--- config.mk ---
export PLATFORM = sky130hd
export DESIGN_NAME = wb_port_arbiter
export DESIGN_NICKNAME = d
export VERILOG_FILES = /design/src/rtl/wb_arb_pkg.sv /design/src/rtl/wb_ll_fifo.sv /design/src/rtl/wb_port_arbiter.sv
export SDC_FILE = /design/constraint.sdc
export NUM_CORES = 1
export LEC_CHECK = 0
export CAP_MARGIN = 10
export CORE_MARGIN = 2
export CORE_UTILIZATION = 40
export DETAILED_ROUTE_END_ITERATION = 12
export SLEW_MARGIN = 20
export SYNTH_ARGS = -nofsm -noshare
export SYNTH_HDL_FRONTEND = slang
export SYNTH_SLANG_ARGS = --single-unit
--- constraint.sdc ---
create_clock -name clock -period 4.1 [get_ports clock]
set_clock_uncertainty 0.1 [all_clocks]
set_input_delay 1.23 -clock clock [delete_from_list [all_inputs] [get_ports clock]]
set_output_delay 1.23 -clock clock [all_outputs]
set_load 0.005 [all_outputs]
--- src/rtl/wb_arb_pkg.sv ---
// Shared types for the register-file write-port arbiter.
// Request bundle, FSM states and grant encoding.
package wb_arb_pkg;

    localparam int XLEN = 32;

    typedef struct packed {
        logic            valid;
        logic [4:0]      rd;
        logic [XLEN-1:0] data;
    } wb_req_t;

    typedef enum logic {
        PIPE_PRIO,
        FORCE_LL
    } arb_state_e;

    typedef enum logic [1:0] {
        GNT_NONE,
        GNT_PIPE,
        GNT_LL
    } gnt_e;

    function automatic logic [31:0] rd_onehot(input logic [4:0] rd);
        return 32'b1 << rd;
    endfunction

endpackage

--- src/rtl/wb_ll_fifo.sv ---
// Long-latency result FIFO with per-entry valid bits.
// Entries can be killed by rd match; pending mask is the live rd set.
module wb_ll_fifo
    import wb_arb_pkg::*;
#(
    parameter int DEPTH = 4
) (
    input  logic            clock,
    input  logic            reset,
    input  logic            push,
    input  logic [4:0]      push_rd,
    input  logic [XLEN-1:0] push_data,
    input  logic            pop,
    input  logic            inv_en,
    input  logic [4:0]      inv_rd,
    output logic            empty,
    output logic            full,
    output wb_req_t         head,
    output logic [31:0]     pending
);

    localparam int AW = $clog2(DEPTH);

    logic [AW:0] wr_ptr;
    logic [AW:0] rd_ptr;
    wb_req_t     mem [DEPTH];

    assign empty = (wr_ptr == rd_ptr);
    assign full  = (wr_ptr[AW] != rd_ptr[AW]) &&
                   (wr_ptr[AW-1:0] == rd_ptr[AW-1:0]);
    assign head  = mem[rd_ptr[AW-1:0]];

    // Pointer/entry update; a push lands after any kill so it survives.
    always_ff @(posedge clock) begin
        if (reset) begin
            wr_ptr <= '0;
            rd_ptr <= '0;
            for (int i = 0; i < DEPTH; i++) begin
                mem[i] <= '0;
            end
        end else begin
            if (inv_en) begin
                for (int i = 0; i < DEPTH; i++) begin
                    if (mem[i].rd == inv_rd) begin
                        mem[i].valid <= 1'b0;
                    end
                end
            end
            if (pop) begin
                mem[rd_ptr[AW-1:0]].valid <= 1'b0;
                rd_ptr <= rd_ptr + 1'b1;
            end
            if (push) begin
                mem[wr_ptr[AW-1:0]] <= '{1'b1, push_rd, push_data};
                wr_ptr <= wr_ptr + 1'b1;
            end
        end
    end

    // Live destination mask; popped entries have valid cleared.
    always_comb begin
        pending = '0;
        for (int i = 0; i < DEPTH; i++) begin
            if (mem[i].valid) begin
                pending = pending | rd_onehot(mem[i].rd);
            end
        end
    end

endmodule

--- src/rtl/wb_port_arbiter.sv ---
// Register-file write-port arbiter: in-order writeback vs LL returns.
// Pipe has priority; a starved or full LL queue forces one LL slot.
module wb_port_arbiter
    import wb_arb_pkg::*;
#(
    parameter int LL_DEPTH = 4,
    parameter int MAX_WAIT = 8
) (
    input  logic            clock,
    input  logic            reset,
    input  logic            pipe_valid,
    input  logic [4:0]      pipe_rd,
    input  logic [XLEN-1:0] pipe_data,
    output logic            pipe_stall,
    input  logic            ll_valid,
    output logic            ll_ready,
    input  logic [4:0]      ll_rd,
    input  logic [XLEN-1:0] ll_data,
    output logic            rf_we,
    output logic [4:0]      rf_waddr,
    output logic [XLEN-1:0] rf_wdata,
    output logic [31:0]     ll_pending
);

    localparam int AGEW = $clog2(MAX_WAIT) + 1;

    arb_state_e      state;
    arb_state_e      state_nxt;
    gnt_e            gnt;
    logic [AGEW-1:0] age;
    logic [AGEW-1:0] age_nxt;
    logic            fifo_empty;
    logic            fifo_full;
    wb_req_t         head;
    logic            pipe_req;
    logic            push;
    logic            we_nxt;
    logic [4:0]      waddr_nxt;
    logic [XLEN-1:0] wdata_nxt;

    // x0 writes are consumed without needing the port.
    assign pipe_req   = pipe_valid && (pipe_rd != 5'd0);
    assign ll_ready   = !fifo_full;
    assign push       = ll_valid && ll_ready && (ll_rd != 5'd0);
    assign pipe_stall = pipe_req && (gnt != GNT_PIPE);

    wb_ll_fifo #(
        .DEPTH(LL_DEPTH)
    ) u_fifo (
        .clock    (clock),
        .reset    (reset),
        .push     (push),
        .push_rd  (ll_rd),
        .push_data(ll_data),
        .pop      (gnt == GNT_LL),
        .inv_en   (gnt == GNT_PIPE),
        .inv_rd   (pipe_rd),
        .empty    (fifo_empty),
        .full     (fifo_full),
        .head     (head),
        .pending  (ll_pending)
    );

    // Grant selection, head age tracking and next state.
    always_comb begin
        gnt       = GNT_NONE;
        state_nxt = state;
        age_nxt   = age;
        unique case (state)
            PIPE_PRIO: begin
                if (pipe_req) begin
                    gnt = GNT_PIPE;
                end else if (!fifo_empty) begin
                    gnt = GNT_LL;
                end
                if (!fifo_empty && (gnt != GNT_LL)) begin
                    age_nxt = age + 1'b1;
                    if ((age == AGEW'(MAX_WAIT - 1)) || fifo_full) begin
                        state_nxt = FORCE_LL;
                    end
                end
            end
            FORCE_LL: begin
                state_nxt = PIPE_PRIO;
                if (!fifo_empty) begin
                    gnt = GNT_LL;
                end else if (pipe_req) begin
                    gnt = GNT_PIPE;
                end
            end
        endcase
        if (gnt == GNT_LL) begin
            age_nxt = '0;
        end
    end

    // Write-port mux; killed LL entries burn the slot silently.
    always_comb begin
        we_nxt    = 1'b0;
        waddr_nxt = '0;
        wdata_nxt = '0;
        unique case (1'b1)
            (gnt == GNT_PIPE): begin
                we_nxt    = 1'b1;
                waddr_nxt = pipe_rd;
                wdata_nxt = pipe_data;
            end
            (gnt == GNT_LL && head.valid): begin
                we_nxt    = 1'b1;
                waddr_nxt = head.rd;
                wdata_nxt = head.data;
            end
            default: begin
                we_nxt = 1'b0;
            end
        endcase
    end

    // FSM/age state and the registered write port.
    always_ff @(posedge clock) begin
        if (reset) begin
            state    <= PIPE_PRIO;
            age      <= '0;
            rf_we    <= 1'b0;
            rf_waddr <= '0;
            rf_wdata <= '0;
        end else begin
            state    <= state_nxt;
            age      <= age_nxt;
            rf_we    <= we_nxt;
            rf_waddr <= waddr_nxt;
            rf_wdata <= wdata_nxt;
        end
    end

endmodule

**Yosys cells after proc, flatten, opt, wreduce, memory -nomap -nowiden**

Memories as Yosys holds them, arrays and structs flattened. A register that Yosys moved wholly into a read port is not among the register bits.
Cells that the tools add are included.

- Register bits: 49
- Bits in writable memories: 152
- Bits of input ports: 78
- Output and inout port bits: 72
- Memories: 1

- Add/sub/neg operators: 3
- Equality and inequality tests: 12
- Shift operators: 4
- Mux-type cells: 49
- Bitwise operators: 8
- Reduce and logical (&&, ||, !) cells: 16

Memory list:

| name | words | bits a word | rd ports | clocked after Yosys merged registers in | write ports | line | source |
|---|---|---|---|---|---|---|---|
| u_fifo.mem | 4 | 38 | 5 | 1 | 5 | wb_ll_fifo.sv:26 | `wb_req_t mem [DEPTH];` |

Operators by type and width:

| cell | number |
|---|---|
| 32-bit 2-to-1 mux | 4 |
| 1-bit by 5-bit << shifter with 32-bit output (first input constant) | 4 |
| 32-bit OR | 3 |
| 32-bit one-hot mux with 2 select lines | 1 |
| 38-bit 2-to-1 mux | 1 |
| 38-bit OR reduction | 1 |
| 1-bit 2-to-1 mux | 32 |
| 5-bit == test | 4 |
| 2-bit 2-to-1 mux | 8 |
| 5-bit one-hot mux with 2 select lines | 1 |
| 5-bit nonzero test | 2 |
| 1-bit logical AND | 7 |
| 3-bit by 1-bit adder with 3-bit output (second input constant) | 2 |
| 4-bit by 1-bit adder with 4-bit output (second input constant) | 1 |
| 4-bit by 3-bit == test with 1-bit output (second input constant) | 1 |
| 1-bit OR | 4 |
| 2-bit one-hot mux with 2 select lines | 1 |
| 2-bit OR reduction | 2 |
| 3-bit == test | 1 |
| 2-bit by 1-bit == test with 1-bit output (second input constant) | 1 |
| 2-bit == test | 1 |
| 2-bit == test (second input constant) | 1 |
| 1-bit zero test | 2 |
| 2-bit by 1-bit inequality test with 1-bit output (second input constant) | 1 |
| other kinds (6) | 6 |

**Longest topological paths before layout**

Gate-level depths: netlist of run 1.

- Depth in word-level cells: 11
- Depth in mapped cells: 7
- Depth with buffers taken out: 5

**Cells and area by module**

Synthesis of run 1 repeated with hierarchy kept, for this count alone.

- Cell total of the unflattened synthesis: 737
- Area, all modules: 9873.2 µm²

By module, submodules not included:

| module | times used | cells an instance | area each (µm²) |
|---|---|---|---|
| wb_ll_fifo | 1 | 617 | 8334.2 |
| wb_port_arbiter | 1 | 120 | 1539.0 |

**Worst setup path before layout of run 1**

Ideal clock, no wire load.

- Kind: input to output
- Start point: input port pipe_rd[1]
- End point: output port pipe_stall
- Arrival: 2.223 ns
- Required time: 2.770 ns
- Path slack: 0.547 ns
- Stages on the path: 4
- Path buffers: 1
- Cell sequence: buf_2 -> or4_4 -> o21ai_2 -> nor3_1

- Word-level cells in the longest chain between the ends: 7
- Elaborated cells on any way between the ends: 9
- Classes of those cells: 1 x eq/ne; 5 x mux; 3 x reduce/logical

RTL lines:

| item | line | source |
|---|---|---|
| from (decl) | wb_port_arbiter.sv:12 | `input logic [4:0] pipe_rd,` |
| 5-bit nonzero test * | wb_port_arbiter.sv:42 | `assign pipe_req = pipe_valid && (pipe_rd != 5'd0);` |
| 1-bit logical AND * | wb_port_arbiter.sv:42 |  |
| 1-bit 2-to-1 mux or 2-bit 2-to-1 mux (tied branches) | wb_port_arbiter.sv:87, wb_port_arbiter.sv:71 |  |
| 2-bit 2-to-1 mux, on equally long branches | wb_port_arbiter.sv:85, wb_port_arbiter.sv:69 |  |
| 2-bit one-hot mux with 2 select lines | wb_port_arbiter.sv:69 | `unique case (state)` |
| 2-bit by 1-bit inequality test with 1-bit output | wb_port_arbiter.sv:45 | `assign pipe_stall = pipe_req && (gnt != GNT_PIPE);` |
| 1-bit logical AND * | wb_port_arbiter.sv:45 |  |
| to (decl) | wb_port_arbiter.sv:14 | `output logic pipe_stall,` |

Mark *: on every way between the ends. The rest lies on a longest branch, timed or not. The select of a mux whose other input is x is not followed.

**Worst setup path after layout of run 1**

Same ends and word-level chain as after synthesis.

==> reports/qor.txt, run 1 <==
DIE
--------------------------------------------------------------------------------------------
Width of the chip .............................................................     164.7 um
Core region area ..............................................................  25250 sq um
I/O pin count .................................................................          150
Row count .....................................................................           58
Die Footprint .................................................................  27130 sq um
Vertical die dimension ........................................................     164.7 um
Starting density of the core ..................................................       40.91%

PLACED DESIGN
--------------------------------------------------------------------------------------------
Port Buffers ..................................................................          149
Estimated wirelength of the detail-placed design ..............................     19.16 mm
Placed cell area ..............................................................  12200 sq um
Number of placed instances with taps included .................................         1379
Final Wtd Congestion ..........................................................       0.9140

YOSYS
--------------------------------------------------------------------------------------------
Number of distinct library cells after synthesis ..............................           64
Most common library cells after synthesis ..................................... sky130_fd_sc_hd__edfxtp_1, sky130_fd_sc_hd__and2_1, sky130_fd_sc_hd__dfxtp_1
Cell with the most instances after synthesis .................................. sky130_fd_sc_hd__edfxtp_1
Share of Yosys cell area claimed by the top area cell type ....................       43.02%
Main combinational cell family by area after synthesis ........................ simple AND/OR/NAND/NOR gates
Compound-cell area share of the yosys netlist .................................       14.63%
Yosys warning total ...........................................................            0
EDFF count, synth .............................................................          148
Basic-gate share of the synthesized area counting and, or, nand and nor cells .       20.07%
Adder and majority gate portion of the synthesized area .......................       1.090%
Multiplexer share of the synthesized area .....................................       3.900%
Number of synthesized register bits ...........................................          203
Nets in the synthesized netlist ...............................................         1023
Commonest register cell after synthesis ....................................... sky130_fd_sc_hd__edfxtp_1
Share of synthesized area occupied by flip-flops and latches ..................       53.68%
Xor and xnor area share after synthesis .......................................       2.204%
Post-synthesis instance area ..................................................  10330 sq um
Mean Syn Cell Area ............................................................  11.04 sq um
Fraction of synthesis flops using an asynchronous set or reset pin ............           0%
Post-Synthesis Cells ..........................................................          936
Most area-consuming cells after synthesis ..................................... sky130_fd_sc_hd__edfxtp_1, sky130_fd_sc_hd__dfxtp_1, sky130_fd_sc_hd__and2_1
Post-synth top area cell ...................................................... sky130_fd_sc_hd__edfxtp_1

CELLS AND AREA
--------------------------------------------------------------------------------------------
Area taken by flip-flops and latches ..........................................   5548 sq um
Post-route core utilization ...................................................       51.37%
Area overhead of the layout relative to synthesis .............................       25.58%
Final design instance area without fill .......................................  12970 sq um
Area of the multi-input gates .................................................   4378 sq um
Final non-filler cell total ...................................................         1424
Fraction of final layout cells with drive strength greater than 1 .............       9.881%
Net count reported at finish ..................................................         1163
Fill cell count ...............................................................         2316

CRITICAL PATH
--------------------------------------------------------------------------------------------
Endpoint type of the worst setup path .........................................  output port
Setup crit start kind ......................................................... primary input
Signal arrival time at the worst endpoint .....................................      2.72 ns
Worst setup path category ..................................................... primary input to output port
Highest fanout seen on the critical path ......................................            2
Worst path required time ......................................................      2.77 ns

STATUS
--------------------------------------------------------------------------------------------
Status ........................................................................ finished clean

GLOBAL ROUTING
--------------------------------------------------------------------------------------------
Wire length of the first global-routing pass ..................................     45.73 mm
Largest net degree at the start of global routing .............................           50
Vias in the first global route ................................................         8024
Antenna violations before repair ..............................................            1
Total routing usage reported by global routing ................................       22.11%
Overflow left after global routing ............................................            0

CLOCK TREE
--------------------------------------------------------------------------------------------
Hold buffer count at cts ......................................................            0
Clock root cell ............................................................... sky130_fd_sc_hd__clkbuf_16
Worst-Skew Late Latency .......................................................      0.52 ns
Largest buffer count on any clock path ........................................            3
Clock-pin slew on the worst setup and hold paths ..............................      0.06 ns
CTS tree ......................................................................         done
CTS H-tree depth ..............................................................            1
Inserted Clock Buffers ........................................................           23
Total clock sinks .............................................................          203

STA
--------------------------------------------------------------------------------------------
Tcrit/Tclk final ..............................................................       98.79%
Final-report setup violation count ............................................            0
Max-slew violations ...........................................................            0
Highest Clock Rate ............................................................   0.2469 GHz
Min cycle time layout .........................................................     4.050 ns
Hold violation count in the final report ......................................            0
Worst slew margin .............................................................       27.52%
Measured slew at the worst slew-check pin .....................................     1.087 ns
Hold Worst Slack ..............................................................    0.3769 ns

DRT
--------------------------------------------------------------------------------------------
Initial detailed-routing violation count ......................................          654
Via count .....................................................................         7955
Final wirelength ..............................................................     29.63 mm
Remaining routing DRC violations ..............................................            0
Drt wl/cell ...................................................................     20.81 um
Post-route antenna net violation count ........................................            0
Post-DR vias/cell .............................................................        5.586
Number of detailed-route iterations in the first pass .........................            5

PWR
--------------------------------------------------------------------------------------------
Maximum ir drop on the vdd rail ...............................................  0.0002604 V
Net switching fraction of the power ...........................................       25.14%
Power share of the combinational group ........................................        12.2%
P_leak ........................................................................     4.532 nW
Sequential share of power .....................................................        48.4%
Internal power ................................................................   0.003754 W
Total power divided by cell area .............................................. 386.6 nW/um^2
NetSw .........................................................................   0.001261 W
Fraction of power consumed by the clock network ...............................        39.3%

MIN PATH
--------------------------------------------------------------------------------------------
Hold Path Class ............................................................... flop to flop

JOB
--------------------------------------------------------------------------------------------
Number of violations of the max-capacitance limit .............................            0

==> cells in the final DEF (no fill, tap or decap), types with 4 or more instances in the layout <==
cell and count:
sky130_fd_sc_hd__a21oi_1 48, sky130_fd_sc_hd__a22o_1 35, sky130_fd_sc_hd__a22oi_1 26, sky130_fd_sc_hd__a31oi_1 4, sky130_fd_sc_hd__a32oi_1 8, sky130_fd_sc_hd__and2_1 138
sky130_fd_sc_hd__and2_4 10, sky130_fd_sc_hd__buf_4 40, sky130_fd_sc_hd__clkbuf_1 7, sky130_fd_sc_hd__clkbuf_16 23, sky130_fd_sc_hd__clkdlybuf4s50_1 147, sky130_fd_sc_hd__clkinv_1 4
sky130_fd_sc_hd__dfxtp_1 53, sky130_fd_sc_hd__edfxtp_1 148, sky130_fd_sc_hd__ha_1 9, sky130_fd_sc_hd__inv_1 14, sky130_fd_sc_hd__mux2i_1 37, sky130_fd_sc_hd__nand2_1 45
sky130_fd_sc_hd__nand2b_1 10, sky130_fd_sc_hd__nand3_1 29, sky130_fd_sc_hd__nor2_1 27, sky130_fd_sc_hd__nor2b_1 18, sky130_fd_sc_hd__nor3_1 51, sky130_fd_sc_hd__nor4_1 4
sky130_fd_sc_hd__o21a_1 4, sky130_fd_sc_hd__o21ai_0 6, sky130_fd_sc_hd__o21bai_1 5, sky130_fd_sc_hd__o2bb2ai_1 37, sky130_fd_sc_hd__o32ai_1 5, sky130_fd_sc_hd__xnor2_1 23
==> worst paths after layout <==
path / startpoint / endpoint / slack (ns) / cells past startpoint
worst max-delay path: pipe_rd[1] / pipe_stall / 0.05 / 5
worst min-delay path: age[1] / age[1] / 0.38 / 2
worst max register to register: u_fifo.wr_ptr[1] / u_fifo.mem[2][27] / 1.72 / 6
worst min register to register: age[1] / age[1] / 0.38 / 2
==> logic make-up (layout without fill, tap and decap cells) <==
family | after synthesis | count (layout)
AND/OR/NAND/NOR | 365 | 365
flip-flops | 203 | 203
other | 0 | 1
XOR/XNOR | 26 | 26
AO/OA/AOI/OAI | 201 | 201
adder cells (fa/ha/maj) | 9 | 9
multiplexers | 40 | 40
buffers and inverters | 92 | 249
==> per-layer routing <==
layer | track usage (%) | vias up | share of wire, %
met5 | 0 | - | 0
met4 | 7.826 | 0 | 3.1
met3 | 2.838 | 59 | 5.2
met2 | 36.93 | 291 | 47
met1 | 29.63 | 3866 | 44
li1 | - | 3739 | -
==> metrics by stage <==
stage / TNS [ns] / power, W / setup slack [ns]
after floorplan: 0 / 0.002766 / 0.5474
after global placement: -0.2158 / 0.003072 / -0.2158
after detailed placement: -0.2092 / 0.003078 / -0.2092
after CTS: 0 / 0.005045 / 0.04028
after global routing: -0.002883 / 0.005198 / -0.002883
final: 0 / 0.005015 / 0.04975
==> layout make-up <==
| cell class | instances | share of cell area, % |
|---|---|---|
| Clock buffer | 33 | 4.957 |
| Timing Repair Buffer | 192 | 14.25 |
| Inverter | 15 | 0.4340 |
| Clock inverter | 9 | 0.6462 |
| Sequential cell | 203 | 42.76 |
| Antenna cell | 1 | 0.01929 |
| Tap cell | 330 | 3.183 |
| Multi-Input combinational cell | 641 | 33.74 |
==> registers in the layout, indices dropped and copies added (netlist names), named ones only <==
register,cells
u_fifo.rd_ptr,3
u_fifo.wr_ptr,3
state,1
age,4
u_fifo.mem,152
rf_we,1
rf_waddr,5
rf_wdata,32
==> power by group through the flow <==
stage               sequential (W)  combinational (W)  clock (W)
CTS                        0.00242           0.000614    0.00201
global route               0.00244           0.000673    0.00208
finish                     0.00243           0.000614    0.00197
floorplan                  0.00240           0.000368          0
detailed placement         0.00247           0.000611          0
global placement           0.00246           0.000608          0
==> worst max-delay path, stage by stage <==
cell and delay (ns):
sky130_fd_sc_hd__clkdlybuf4s50_1 0.42, sky130_fd_sc_hd__or4_4 0.57, sky130_fd_sc_hd__o21ai_2 0.17, sky130_fd_sc_hd__nor3_1 0.06, sky130_fd_sc_hd__dlygate4sd2_1 0.27
==> repair_timing <==
action | 4_1_cts | 5_1_grt
endpoints found under the setup margin | 1 | 7
gates resized for setup | 2 | 3
cloned | 0 | 0
buffers inserted | 1 | 0
pin swaps | 2 | 0
(Power assumes the default switching activity.)
==> run 2: changes to the inputs <==
- CAP_MARGIN: 10 -> 25
==> run 2 against run 1 <==
Final area fell by 0.28%. Sequential share of layout area rose by 0.12 points. Worst hold slack improved by 0.0014 ns. Critical path depth did not move. Via count barely moved. Routed wire length rose by 0.49%.
==> reports/qor.txt, run 2 (synthesized netlist as in run 1, its figures left out) <==
DRT
--------------------------------------------------------------------------------
Remaining routing DRC violations ..................................            0   unchanged
Post-DR vias/cell .................................................        5.592   +0.11%
Number of detailed-route iterations in the first pass .............            5   unchanged
Final wirelength ..................................................     29.78 mm   +0.49%
Drt wl/cell .......................................................     20.92 um   +0.56%
Via count .........................................................         7958   +0.038%
Post-route antenna net violation count ............................            0   unchanged
Initial detailed-routing violation count ..........................          590   -9.8%

CLOCK TREE
--------------------------------------------------------------------------------
Clock-pin slew on the worst setup and hold paths ..................      0.06 ns   about the same
Clock root cell ................................................... sky130_fd_sc_hd__clkbuf_16
Worst-Skew Late Latency ...........................................      0.53 ns   about the same
CTS H-tree depth ..................................................            1   unchanged
CTS tree ..........................................................         done
Inserted Clock Buffers ............................................           23   unchanged
Largest buffer count on any clock path ............................            3   unchanged
Total clock sinks .................................................          203   unchanged

CRITICAL PATH
--------------------------------------------------------------------------------
Setup crit start kind ............................................. primary input
Worst path required time ..........................................      2.77 ns   about the same
Endpoint type of the worst setup path .............................  output port
Highest fanout seen on the critical path ..........................            2   unchanged
Signal arrival time at the worst endpoint .........................      2.70 ns   -0.02 ns
Worst setup path category ......................................... primary input to output port

STA
--------------------------------------------------------------------------------
Final-report setup violation count ................................            0   unchanged
Max-slew violations ...............................................            0   unchanged
Highest Clock Rate ................................................   0.2484 GHz   +0.60%
RSZ-0062 raised after global routing ..............................        false
Post-route worst setup slack ......................................   0.07383 ns   +0.02408 ns
Measured slew at the worst slew-check pin .........................    0.9364 ns   -0.1508 ns
Hold violation count in the final report ..........................            0   unchanged
Min cycle time layout .............................................     4.026 ns   -0.02408 ns
Worst slew margin .................................................       37.57%   +10 points
Tcrit/Tclk final ..................................................       98.20%   -0.59 points

CELLS AND AREA
--------------------------------------------------------------------------------
Flip-flop count of the largest register after layout ..............          152   unchanged
Final antenna diode count .........................................            0   -1
Final non-filler cell total .......................................         1423   -0.070%
Final design instance area without fill ...........................  12940 sq um   -0.28%
Fill cell count ...................................................         2256   -2.6%
Largest reg by FF count ...........................................   u_fifo.mem
Post-route core utilization .......................................       51.23%   -0.14 points
Most used cells in the layout excluding fill and tap cells ........ sky130_fd_sc_hd__edfxtp_1, sky130_fd_sc_hd__clkdlybuf4s50_1, sky130_fd_sc_hd__and2_1
Area overhead of the layout relative to synthesis .................       25.23%
Top flop regs ..................................................... u_fifo.mem (152), rf_wdata (32), rf_waddr (5)
Net count reported at finish ......................................         1164   +0.086%
Area of the multi-input gates .....................................   4367 sq um   -0.26%
Most common cell after layout, fill and taps aside ................ sky130_fd_sc_hd__edfxtp_1
Area taken by flip-flops and latches ..............................   5548 sq um   unchanged
Fraction of final layout cells with drive strength greater than 1 .       9.790%   -0.091 points

PWR
--------------------------------------------------------------------------------
Net switching fraction of the power ...............................       25.45%   +0.31 points
NetSw .............................................................   0.001255 W   -0.43%
Total power divided by cell area .................................. 381.3 nW/um^2   -1.4%
Maximum ir drop on the vdd rail ...................................  0.0002795 V   +7.3%
Internal power ....................................................   0.003678 W   -2.0%
P_leak ............................................................     4.520 nW   -0.27%
Fraction of power consumed by the clock network ...................        38.2%   -1.1 points
Final total power .................................................   0.004933 W   -1.6%
Sequential share of power .........................................        48.8%   +0.4 points
Power share of the combinational group ............................        12.9%   +0.7 points

DIE
--------------------------------------------------------------------------------
I/O pin count .....................................................          150   unchanged
Width of the chip .................................................     164.7 um   unchanged
Row count .........................................................           58   unchanged
Die Footprint .....................................................  27130 sq um   unchanged
Starting density of the core ......................................       40.91%   unchanged
Core region area ..................................................  25250 sq um   unchanged
Vertical die dimension ............................................     164.7 um   unchanged

GLOBAL ROUTING
--------------------------------------------------------------------------------
Total routing usage reported by global routing ....................       22.12%   about the same
Wire length of the first global-routing pass ......................     45.89 mm   +0.36%
Largest net degree at the start of global routing .................           50   unchanged
Overflow left after global routing ................................            0   unchanged
Antenna violations before repair ..................................            1   unchanged
Vias in the first global route ....................................         7931   -1.2%

MIN PATH
--------------------------------------------------------------------------------
Hold Path Class ................................................... flop to flop

JOB
--------------------------------------------------------------------------------
Number of violations of the max-capacitance limit .................            0   unchanged

STATUS
--------------------------------------------------------------------------------
Status ............................................................ finished clean

PLACED DESIGN
--------------------------------------------------------------------------------
Worst setup timing slack at the placement stage ...................   -0.2021 ns   +0.007040 ns
Estimated wirelength of the detail-placed design ..................     19.25 mm   +0.48%
Final Wtd Congestion ..............................................       0.9140   unchanged
Placed cell area ..................................................  12210 sq um   about the same
Port Buffers ......................................................          149   unchanged
Number of placed instances with taps included .....................         1380   +0.073%

run 2: cell types whose count changed in the layout (fill, tap and decap cells not counted), sizes merged:
cell,change
bufinv,-1
diode,-1
buf,+1
run 2: path summary, 6_finish.rpt:
kind / end / depth (start not counted) / slack [ns] / from
setup / recovery: pipe_stall / 5 / 0.07 / pipe_rd[3]
hold reg to reg: age[1] / 2 / 0.38 / age[1]
setup reg to reg: u_fifo.mem[2][27] / 6 / 1.70 / u_fifo.rd_ptr[1]
hold / removal: age[1] / 2 / 0.38 / age[1]
run 2: power by group through the flow:
stage | clock network [W] | logic, W | registers [W]
2_1_floorplan | 0 | 0.000368 | 0.00240
3_3_place_gp | 0 | 0.000608 | 0.00246
3_5_place_dp | 0 | 0.000612 | 0.00247
4_1_cts | 0.00192 | 0.000615 | 0.00243
5_1_grt | 0.00199 | 0.000699 | 0.00242
6_report | 0.00189 | 0.000638 | 0.00241
run 2: per-stage QoR:
stage | setup TNS [ns] | hold slack, ns
2_1_floorplan | 0 | 0.3492
3_3_place_gp | -0.2158 | 0.3663
3_5_place_dp | -0.2021 | 0.3764
4_1_cts | 0 | 0.3850
5_1_grt | 0 | 0.4228
6_report | 0 | 0.3784
run 2: cell type report:
class / count / share of cell area, %
Clock buffer: 33 / 4.894
Clock inverter: 8 / 0.3965
Inverter: 15 / 0.4352
Multi-Input combinational cell: 641 / 33.75
Sequential cell: 203 / 42.88
Tap cell: 330 / 3.191
Timing Repair Buffer: 193 / 14.45
run 2: worst max-delay path, cell delays in order:
cell and delay, ns:
sky130_fd_sc_hd__clkdlybuf4s50_1 0.42, sky130_fd_sc_hd__or4_4 0.57, sky130_fd_sc_hd__o21ai_2 0.15, sky130_fd_sc_hd__nor3_1 0.06
sky130_fd_sc_hd__dlygate4sd2_1 0.27
run 2: metal layers:
layer	wire (um)	vias up	global-route usage, %
li1	-	3730	-
met4	742	0	6.443
met1	13080	3893	29.27
met3	1834	42	2.913
met2	14120	293	38.02
met5	0	-	0
run 2: what timing repair did:
item | 4_1_cts | 5_1_grt
gates resized for setup | 2 | 2
setup buffers | 0 | 0
setup endpoints to repair | 1 | 5
hold endpoints to repair | 0 | 0
hold buffers | 0 | 0
